==> src/rtl/axi_rt_sub_pkg.sv <==
// Shared types, response codes and data pattern helper for the RT-unit AXI subordinate.
package axi_rt_sub_pkg;

   localparam int unsigned AxiAddrWidth = 32;
   localparam int unsigned AxiDataWidth = 32;
   localparam int unsigned AxiIdWidth   = 2;
   localparam int unsigned AxiUserWidth = 1;
   localparam int unsigned LatWidth     = 8;

   typedef logic [LatWidth-1:0] lat_cnt_t;

   typedef enum logic [1:0] {W_IDLE, W_DATA, W_LAT, W_RESP} w_state_e;
   typedef enum logic [1:0] {R_IDLE, R_LAT, R_DATA} r_state_e;

   localparam logic [1:0] RespOkay   = 2'b00;
   localparam logic [1:0] RespSlvErr = 2'b10;
   localparam logic [1:0] RespDecErr = 2'b11;

   localparam logic [1:0] BurstFixed = 2'b00;
   localparam logic [1:0] BurstIncr  = 2'b01;
   localparam logic [1:0] BurstWrap  = 2'b10;

   typedef struct packed {
      logic [AxiIdWidth-1:0]   id;
      logic [AxiAddrWidth-1:0] addr;
      logic [7:0]              len;
      logic [2:0]              size;
      logic [1:0]              burst;
      logic [AxiUserWidth-1:0] user;
      logic [5:0]              atop;
   } axi_aw_t;

   typedef struct packed {
      logic [AxiDataWidth-1:0]   data;
      logic [AxiDataWidth/8-1:0] strb;
      logic                      last;
      logic [AxiUserWidth-1:0]   user;
   } axi_w_t;

   typedef struct packed {
      logic [AxiIdWidth-1:0]   id;
      logic [1:0]              resp;
      logic [AxiUserWidth-1:0] user;
   } axi_b_t;

   typedef struct packed {
      logic [AxiIdWidth-1:0]   id;
      logic [AxiAddrWidth-1:0] addr;
      logic [7:0]              len;
      logic [2:0]              size;
      logic [1:0]              burst;
      logic [AxiUserWidth-1:0] user;
   } axi_ar_t;

   typedef struct packed {
      logic [AxiIdWidth-1:0]   id;
      logic [AxiDataWidth-1:0] data;
      logic [1:0]              resp;
      logic                    last;
      logic [AxiUserWidth-1:0] user;
   } axi_r_t;

   typedef struct packed {
      axi_aw_t aw;
      logic    aw_valid;
      axi_w_t  w;
      logic    w_valid;
      logic    b_ready;
      axi_ar_t ar;
      logic    ar_valid;
      logic    r_ready;
   } axi_req_t;

   typedef struct packed {
      logic   aw_ready;
      logic   ar_ready;
      logic   w_ready;
      logic   b_valid;
      axi_b_t b;
      logic   r_valid;
      axi_r_t r;
   } axi_resp_t;

   // One 32-bit lane of read data: address scrambled by the seed and the lane index.
   function automatic logic [31:0] lane_pattern(input logic [31:0] addr,
                                                input logic [31:0] seed,
                                                input int unsigned lane);
      return addr ^ seed ^ 32'(lane);
   endfunction

endpackage

==> src/rtl/axi_rt_sub_burst_addr.sv <==
// Next beat address for FIXED / INCR / WRAP bursts.
module axi_rt_sub_burst_addr
   import axi_rt_sub_pkg::*;
#(
   parameter int unsigned AddrWidth = 32
) (
   input  logic [AddrWidth-1:0] addr,
   input  logic [7:0]           len,
   input  logic [2:0]           size,
   input  logic [1:0]           burst,
   output logic [AddrWidth-1:0] next_addr_c
);

   logic [AddrWidth-1:0] step;
   logic [AddrWidth-1:0] incr_addr;
   logic [AddrWidth-1:0] wrap_mask;

   // WRAP keeps the bits above the (len+1)<<size window and wraps the rest.
   always_comb begin
      step        = AddrWidth'(1) << size;
      incr_addr   = addr + step;
      wrap_mask   = ((AddrWidth'(len) + AddrWidth'(1)) << size) - AddrWidth'(1);
      next_addr_c = incr_addr;
      case (burst)
         BurstFixed: next_addr_c = addr;
         BurstWrap:  next_addr_c = (addr & ~wrap_mask) | (incr_addr & wrap_mask);
         default:    next_addr_c = incr_addr;
      endcase
   end

endmodule

==> src/rtl/axi_rt_sub_responder.sv <==
// AXI4 subordinate endpoint with programmable response latency and transaction counters.
// Optional address window check: define AXI_RT_SUB_DECERR_EN.
module axi_rt_sub_responder
   import axi_rt_sub_pkg::*;
#(
   parameter int unsigned          AddrWidth   = 32,
   parameter int unsigned          DataWidth   = 32,
   parameter int unsigned          IdWidth     = 2,
   parameter int unsigned          UserWidth   = 1,
   parameter int unsigned          RespLatency = 4,
   parameter logic [31:0]          Seed        = 32'hA5A5_0000,
   parameter logic [AddrWidth-1:0] WinStart    = '0,
   parameter logic [AddrWidth-1:0] WinEnd      = '1,
   parameter type                  axi_req_t   = axi_rt_sub_pkg::axi_req_t,
   parameter type                  axi_resp_t  = axi_rt_sub_pkg::axi_resp_t
) (
   input  logic        clk_i,
   input  logic        rst_ni,
   input  axi_req_t    slv_req_i,
   output axi_resp_t   slv_resp_o,
   output logic [31:0] num_writes_o,
   output logic [31:0] num_reads_o,
   output logic        busy_o
);

   localparam int unsigned NumLanes = DataWidth / 32;
   localparam bit          LatZero  = (RespLatency == 0);
   localparam lat_cnt_t    LatInit  = lat_cnt_t'(LatZero ? 0 : RespLatency - 1);

   // Write path state
   w_state_e             w_state;
   lat_cnt_t             w_lat;
   logic [7:0]           w_beat;
   logic [7:0]           w_len;
   logic [IdWidth-1:0]   w_id;
   logic [UserWidth-1:0] w_user;
   logic                 w_decerr;
   logic                 aw_ready;
   logic                 w_ready;
   logic                 b_valid;
   logic [1:0]           b_resp;

   // Read path state
   r_state_e             r_state;
   lat_cnt_t             r_lat;
   logic [AddrWidth-1:0] r_addr;
   logic [7:0]           r_len;
   logic [2:0]           r_size;
   logic [1:0]           r_burst;
   logic [7:0]           r_beat;
   logic                 r_decerr;
   logic [IdWidth-1:0]   r_id;
   logic [UserWidth-1:0] r_user;
   logic                 ar_ready;
   logic                 r_valid;
   logic [DataWidth-1:0] r_data;
   logic [1:0]           r_resp;
   logic                 r_last;

   logic                 aw_decerr_c;
   logic                 ar_decerr_c;
   logic                 w_last_beat_c;
   logic                 w_end_c;
   logic [1:0]           w_resp_c;
   logic [AddrWidth-1:0] r_next_addr_c;

   function automatic logic [DataWidth-1:0] beat_data(input logic [AddrWidth-1:0] addr,
                                                      input logic err);
      logic [DataWidth-1:0] data;
      data = '0;
      if (!err) begin
         for (int unsigned l = 0; l < NumLanes; l++) begin
            data[l*32 +: 32] = lane_pattern(32'(addr), Seed, l);
         end
      end
      return data;
   endfunction

   function automatic logic [1:0] read_resp(input logic err);
      return err ? RespDecErr : RespOkay;
   endfunction

`ifdef AXI_RT_SUB_DECERR_EN
   assign aw_decerr_c = (slv_req_i.aw.addr < WinStart) || (slv_req_i.aw.addr >= WinEnd);
   assign ar_decerr_c = (slv_req_i.ar.addr < WinStart) || (slv_req_i.ar.addr >= WinEnd);
`else
   logic unused_win;
   assign aw_decerr_c = 1'b0;
   assign ar_decerr_c = 1'b0;
   assign unused_win  = ^{WinStart, WinEnd, slv_req_i.aw.addr};
`endif

   // Write data and atomics are never looked at.
   logic unused_req;
   assign unused_req = ^{slv_req_i.w.data, slv_req_i.w.strb, slv_req_i.w.user,
                         slv_req_i.aw.atop, slv_req_i.aw.size, slv_req_i.aw.burst};

   // Burst end on last or beat count; a disagreement between them is a SLVERR.
   always_comb begin
      w_last_beat_c = (w_beat == w_len);
      w_end_c       = slv_req_i.w.last | w_last_beat_c;
      w_resp_c      = RespOkay;
      if (w_decerr) begin
         w_resp_c = RespDecErr;
      end else if (slv_req_i.w.last != w_last_beat_c) begin
         w_resp_c = RespSlvErr;
      end
   end

   axi_rt_sub_burst_addr #(
      .AddrWidth (AddrWidth)
   ) u_burst_addr (
      .addr        (r_addr),
      .len         (r_len),
      .size        (r_size),
      .burst       (r_burst),
      .next_addr_c (r_next_addr_c)
   );

   // Write FSM: absorb one burst, wait the response latency, hold B until accepted.
   always_ff @(posedge clk_i or negedge rst_ni) begin
      if (!rst_ni) begin
         w_state      <= W_IDLE;
         w_lat        <= '0;
         w_beat       <= '0;
         w_len        <= '0;
         w_id         <= '0;
         w_user       <= '0;
         w_decerr     <= 1'b0;
         aw_ready     <= 1'b1;
         w_ready      <= 1'b0;
         b_valid      <= 1'b0;
         b_resp       <= RespOkay;
         num_writes_o <= '0;
      end else begin
         case (w_state)
            W_IDLE: begin
               if (slv_req_i.aw_valid) begin
                  w_id     <= slv_req_i.aw.id;
                  w_len    <= slv_req_i.aw.len;
                  w_user   <= slv_req_i.aw.user;
                  w_decerr <= aw_decerr_c;
                  w_beat   <= '0;
                  aw_ready <= 1'b0;
                  w_ready  <= 1'b1;
                  w_state  <= W_DATA;
               end
            end
            W_DATA: begin
               if (slv_req_i.w_valid) begin
                  if (w_end_c) begin
                     w_ready <= 1'b0;
                     b_resp  <= w_resp_c;
                     if (LatZero) begin
                        b_valid <= 1'b1;
                        w_state <= W_RESP;
                     end else begin
                        w_lat   <= LatInit;
                        w_state <= W_LAT;
                     end
                  end else begin
                     w_beat <= w_beat + 8'd1;
                  end
               end
            end
            W_LAT: begin
               if (w_lat == '0) begin
                  b_valid <= 1'b1;
                  w_state <= W_RESP;
               end else begin
                  w_lat <= w_lat - lat_cnt_t'(1);
               end
            end
            W_RESP: begin
               if (slv_req_i.b_ready) begin
                  b_valid      <= 1'b0;
                  aw_ready     <= 1'b1;
                  num_writes_o <= num_writes_o + 32'd1;
                  w_state      <= W_IDLE;
               end
            end
            default: w_state <= W_IDLE;
         endcase
      end
   end

   // Read FSM: wait the response latency, then stream len+1 address-derived beats.
   always_ff @(posedge clk_i or negedge rst_ni) begin
      if (!rst_ni) begin
         r_state     <= R_IDLE;
         r_lat       <= '0;
         r_addr      <= '0;
         r_len       <= '0;
         r_size      <= '0;
         r_burst     <= '0;
         r_beat      <= '0;
         r_decerr    <= 1'b0;
         r_id        <= '0;
         r_user      <= '0;
         ar_ready    <= 1'b1;
         r_valid     <= 1'b0;
         r_data      <= '0;
         r_resp      <= RespOkay;
         r_last      <= 1'b0;
         num_reads_o <= '0;
      end else begin
         case (r_state)
            R_IDLE: begin
               if (slv_req_i.ar_valid) begin
                  r_addr   <= slv_req_i.ar.addr;
                  r_len    <= slv_req_i.ar.len;
                  r_size   <= slv_req_i.ar.size;
                  r_burst  <= slv_req_i.ar.burst;
                  r_id     <= slv_req_i.ar.id;
                  r_user   <= slv_req_i.ar.user;
                  r_decerr <= ar_decerr_c;
                  r_beat   <= '0;
                  ar_ready <= 1'b0;
                  if (LatZero) begin
                     r_valid <= 1'b1;
                     r_data  <= beat_data(slv_req_i.ar.addr, ar_decerr_c);
                     r_resp  <= read_resp(ar_decerr_c);
                     r_last  <= (slv_req_i.ar.len == 8'd0);
                     r_state <= R_DATA;
                  end else begin
                     r_lat   <= LatInit;
                     r_state <= R_LAT;
                  end
               end
            end
            R_LAT: begin
               if (r_lat == '0) begin
                  r_valid <= 1'b1;
                  r_data  <= beat_data(r_addr, r_decerr);
                  r_resp  <= read_resp(r_decerr);
                  r_last  <= (r_len == 8'd0);
                  r_state <= R_DATA;
               end else begin
                  r_lat <= r_lat - lat_cnt_t'(1);
               end
            end
            R_DATA: begin
               if (slv_req_i.r_ready) begin
                  if (r_last) begin
                     r_valid     <= 1'b0;
                     r_last      <= 1'b0;
                     ar_ready    <= 1'b1;
                     num_reads_o <= num_reads_o + 32'd1;
                     r_state     <= R_IDLE;
                  end else begin
                     r_addr <= r_next_addr_c;
                     r_beat <= r_beat + 8'd1;
                     r_data <= beat_data(r_next_addr_c, r_decerr);
                     r_last <= ((r_beat + 8'd1) == r_len);
                  end
               end
            end
            default: r_state <= R_IDLE;
         endcase
      end
   end

   // Pack the registered handshake and payload signals onto the response bus.
   always_comb begin
      slv_resp_o          = '0;
      slv_resp_o.aw_ready = aw_ready;
      slv_resp_o.ar_ready = ar_ready;
      slv_resp_o.w_ready  = w_ready;
      slv_resp_o.b_valid  = b_valid;
      slv_resp_o.b.id     = w_id;
      slv_resp_o.b.resp   = b_resp;
      slv_resp_o.b.user   = w_user;
      slv_resp_o.r_valid  = r_valid;
      slv_resp_o.r.id     = r_id;
      slv_resp_o.r.data   = r_data;
      slv_resp_o.r.resp   = r_resp;
      slv_resp_o.r.last   = r_last;
      slv_resp_o.r.user   = r_user;
   end

   assign busy_o = (w_state != W_IDLE) || (r_state != R_IDLE);

endmodule
==> config.mk <==
export PLATFORM = sky130hd
export DESIGN_NAME = axi_rt_sub_responder
export DESIGN_NICKNAME = d
export VERILOG_FILES = /design/src/rtl/axi_rt_sub_pkg.sv /design/src/rtl/axi_rt_sub_burst_addr.sv /design/src/rtl/axi_rt_sub_responder.sv
export SDC_FILE = /design/constraint.sdc
export NUM_CORES = 1
export LEC_CHECK = 0
export CAP_MARGIN = 15
export CORE_MARGIN = 1.5
export CORE_UTILIZATION = 52
export CTS_CLUSTER_DIAMETER = 80
export DETAILED_ROUTE_END_ITERATION = 10
export PLACE_DENSITY = 0.8
export SLEW_MARGIN = 30
export SYNTH_ARGS = -nofsm -noshare
export SYNTH_HDL_FRONTEND = slang
export SYNTH_SLANG_ARGS = --single-unit
==> constraint.sdc <==
create_clock -name clk_i -period 4.8 [get_ports clk_i]
set_input_delay 0.96 -clock clk_i [delete_from_list [all_inputs] [get_ports clk_i]]
set_output_delay 0.96 -clock clk_i [all_outputs]
set_load 0.02 [all_outputs]
==> summary.json <==
{
  "result_of_the_run": {"value": "complete, no violations"},
  "worstSkewPairLatency": {"value": 0.45, "unit": "ns"},
  "firstDrtPassIters": {"value": 8},
  "instances_no_fill": {"value": 1771},
  "pin_count_of_the_biggest_net_entering_global_routing": {"value": 104},
  "routed_wire_length_per_instance": {"value": 17.09, "unit": "um"},
  "number_of_h_tree_levels": {"value": 4},
  "cp_slowest_cell": {"value": "dfrtp_1"},
  "via_count": {"value": 10540},
  "postSynthAreaPerCell": {"value": 8.982, "unit": "um^2"},
  "track_usage": {"value": 25.77, "unit": "%"},
  "min_period_over_period": {"value": 82.27, "unit": "%"},
  "setup_viol": {"value": 0},
  "cts.sink_count": {"value": 198},
  "startpoint_type": {"value": "register"},
  "die_width": {"value": 155.0, "unit": "um"},
  "max_capacitance_violation_count": {"value": 0},
  "areaGrowthSynthToFinish": {"value": 21.06, "unit": "%"},
  "ant_nets": {"value": 0},
  "register_bit_total_from_synthesis": {"value": 198},
  "worst-endpoint-required": {"value": 5.11, "unit": "ns"},
  "period_minus_slack": {"value": 3.949, "unit": "ns"},
  "worstSetupEndpointType": {"value": "register"},
  "cts_hold_repair.buffers": {"value": 0},
  "final-max-slew-violation-count": {"value": 0},
  "synthFlopType": {"value": "dfrtp_1"},
  "grt_setup_unrepaired": {"value": "no"},
  "routabilityCongestion": {"value": 0.9458},
  "clk_slew_on_worst_s_h_paths": {"value": 0.09, "unit": "ns"},
  "synth_cell_type_count": {"value": 94},
  "tns": {"value": 0, "unit": "ns"},
  "worstHoldPathType": {"value": "register to register"},
  "die_y": {"value": 155.0, "unit": "um"},
  "clock_path_buffers": {"value": 2},
  "syn-cell-area": {"value": 12020, "unit": "um^2"},
  "drt_first_iter_violations": {"value": 922},
  "achievable-frequency": {"value": 0.2532, "unit": "GHz"},
  "total_die_area": {"value": 24030, "unit": "um^2"},
  "share_of_final_layout_standard_cells_stronger_than_drive_strength_1": {"value": 7.066, "unit": "%"},
  "kind_of_critical_path": {"value": "register to register"},
  "cp_data_arrival_time": {"value": 4.26, "unit": "ns"},
  "worst_slew_pin_slew": {"value": 0.8328, "unit": "ns"},
  "powerDensity": {"value": 570.5, "unit": "nW/um^2"},
  "rows": {"value": 55},
  "initial_core_util": {"value": 53.08, "unit": "%"},
  "first_global_vias": {"value": 10060},
  "synth-edff-count": {"value": 0},
  "wire_length_of_the_first_global_routing_pass": {"value": 50110, "unit": "um"},
  "synth_sequential_area_ratio": {"value": 41.25, "unit": "%"},
  "critPathMaxStageDelay": {"value": 0.71, "unit": "ns"},
  "portBuffers": {"value": 176},
  "yosysWarnings": {"value": 0},
  "grt.overflow.total": {"value": 0},
  "post-cts-setup-buffer-count": {"value": 0},
  "dp.final_hpwl": {"value": 21760, "unit": "um"},
  "clock-root-buffer": {"value": "clkbuf_16"},
  "timing_hold_violations_final": {"value": 0},
  "synthesized_instance_count": {"value": 1338},
  "leakage": {"value": 0.006128, "unit": "uW"},
  "layout_common_cells": {"value": "196 x dfrtp_1, 177 x nand2_1, 175 x clkdlybuf4s50_1"},
  "routed_wl": {"value": 30270, "unit": "um"},
  "tritoncts": {"value": "done"},
  "layout.cells.most_common": {"value": "dfrtp_1"},
  "max-slew-margin-rel": {"value": 44.48, "unit": "%"},
  "vias_per_cell": {"value": 5.949},
  "vdd_ir_drop_max": {"value": 0.2867, "unit": "mV"},
  "num-nets-final": {"value": 1646},
  "antenna_found_initial": {"value": 0},
  "cts_resized": {"value": 0},
  "core_area": {"value": 22640, "unit": "um^2"},
  "cts_inserted_buffers": {"value": 17},
  "async_flop_share": {"value": 100.0, "unit": "%"},
  "path_cells": {"value": "and3_1, mux2i_1, nor4_1, a32o_2, nand4_1, nor4_1, ha_1, a21oi_1, nor4b_1, nand2_1, xnor2_1, a21oi_1"},
  "antenna_diodes": {"value": 0},
  "top_level_ports": {"value": 260},
  "worst-path-max-fanout": {"value": 18},
  "post-route-drc-count": {"value": 0},
  "worst_clock_skew": {"value": 0.01627, "unit": "ns"},
  "place_inst": {"value": 1739}
}
## kinds of logic (layout without fill, tap and decap cells)
| kind of cell | Yosys count | count (layout) | share of synthesized area [%] |
|---|---|---|---|
| AO/OA/AOI/OAI | 319 | 319 | 17.83 |
| XOR/XNOR | 129 | 129 | 9.558 |
| adder cells (fa/ha/maj) | 26 | 26 | 2.769 |
| buffers and inverters | 126 | 272 | 4.893 |
| flip-flops | 198 | 198 | 41.25 |
| multiplexers | 29 | 29 | 2.582 |
| other | 1 | 3 | 0.03120 |
| AND/OR/NAND/NOR | 510 | 510 | 21.08 |
## state kept, by name (all words and copies together), names as in the netlist, 32 cells and up
register / flops
r_data: 32
num_reads_o: 32
num_writes_o: 32
r_addr: 32
## per-layer routing
layer	up-vias	GRT usage, %	part of all wire (%)
li1	5044	-	-
met1	5102	35.20	45
met2	352	42.30	47
met3	38	3.565	6.1
met4	0	8.654	2.0
met5	-	0	0
## where the power goes
part	switching, uW	internal (uW)	total [uW]
combinational	2320	1670	3990
clock	781	728	1510
sequential	632	2170	2800
total	3730	4570	8300
## critical path: cells and delay by family, from the launching register on
kind                     cells  cell delay [ns]
AND/OR/NAND/NOR              6             2.15
flip-flops                   1             0.71
AO/OA/AOI/OAI                3             0.40
adder cells (fa/ha/maj)      1             0.20
multiplexers                 1             0.17
XOR/XNOR                     1             0.16
## path summary, 6_finish.rpt
| check | startpoint | to | slack [ns] | cells past startpoint |
|---|---|---|---|---|
| setup / recovery | r_len[2] | r_data[31] | 0.85 | 12 |
| hold / removal | num_reads_o[31] | num_reads_o[31] | 0.47 | 1 |
| setup reg to reg | r_len[2] | r_data[31] | 0.85 | 12 |
| hold reg to reg | num_reads_o[31] | num_reads_o[31] | 0.47 | 1 |
| max in group asynchronous | rst_ni | num_writes_o[19] | 3.19 | 2 |
| min in group asynchronous | rst_ni | r_user | 0.62 | 1 |
## final cells by class
type,instances,area (um^2)
fill,1811,8092
clock inverter,15,202.7
inverter,41,153.9
tap,285,356.6
timing repair buffer,199,1938
multi-input combinational,1016,6515
sequential,198,4957
clock buffer,17,425.4
## Yosys cell counts, drive strengths merged (4+ instances only)
cell type | count | area (um^2)
dfrtp | 196 | 4905
mux2i | 13 | 130.1
o22a | 4 | 35.03
a211oi | 11 | 87.58
ha | 25 | 312.8
xor2 | 51 | 446.7
nand3b | 5 | 37.54
and2 | 12 | 75.07
nor2 | 87 | 326.6
o31ai | 12 | 90.09
nor4 | 21 | 156.4
o311ai | 4 | 35.04
nand3 | 63 | 320.3
buf | 37 | 254.0
o41ai | 5 | 43.79
o21ai | 100 | 508.0
a21o | 10 | 75.07
a221o | 5 | 50.05
nand2b | 9 | 56.30
a31oi | 8 | 50.05
or3 | 6 | 37.54
xnor2 | 78 | 701.9
clkbuf | 48 | 180.2
and4 | 10 | 90.09
nand4 | 19 | 118.9
nor2b | 13 | 81.33
a311oi | 5 | 50.04
a22oi | 6 | 50.05
a22o | 9 | 78.83
a32oi | 4 | 35.03
o2bb2ai | 6 | 52.55
nand2 | 177 | 664.4
o22ai | 5 | 31.28
o211ai | 11 | 82.58
o21a | 6 | 45.04
mux2 | 16 | 180.2
nor3 | 29 | 161.4
inv | 40 | 150.1
a21oi | 67 | 335.3
a221oi | 5 | 43.79
and3 | 39 | 244.0
## stage by stage
stage               worst slack (ns)  area, um^2  util [%]  hold WS [ns]  power, uW
floorplan                      1.217       12030         -        0.4469       5571
global placement              0.8786       13910     61.45        0.4611       6613
detailed placement            0.8322       13910     61.45        0.4631       6735
CTS                           0.9087       14540     64.23        0.4779       8269
global route                  0.4901       14550     64.26        0.4827       8874
finish                        0.8512       14550     64.26        0.4688       8301
(Power assumes the default switching activity.)
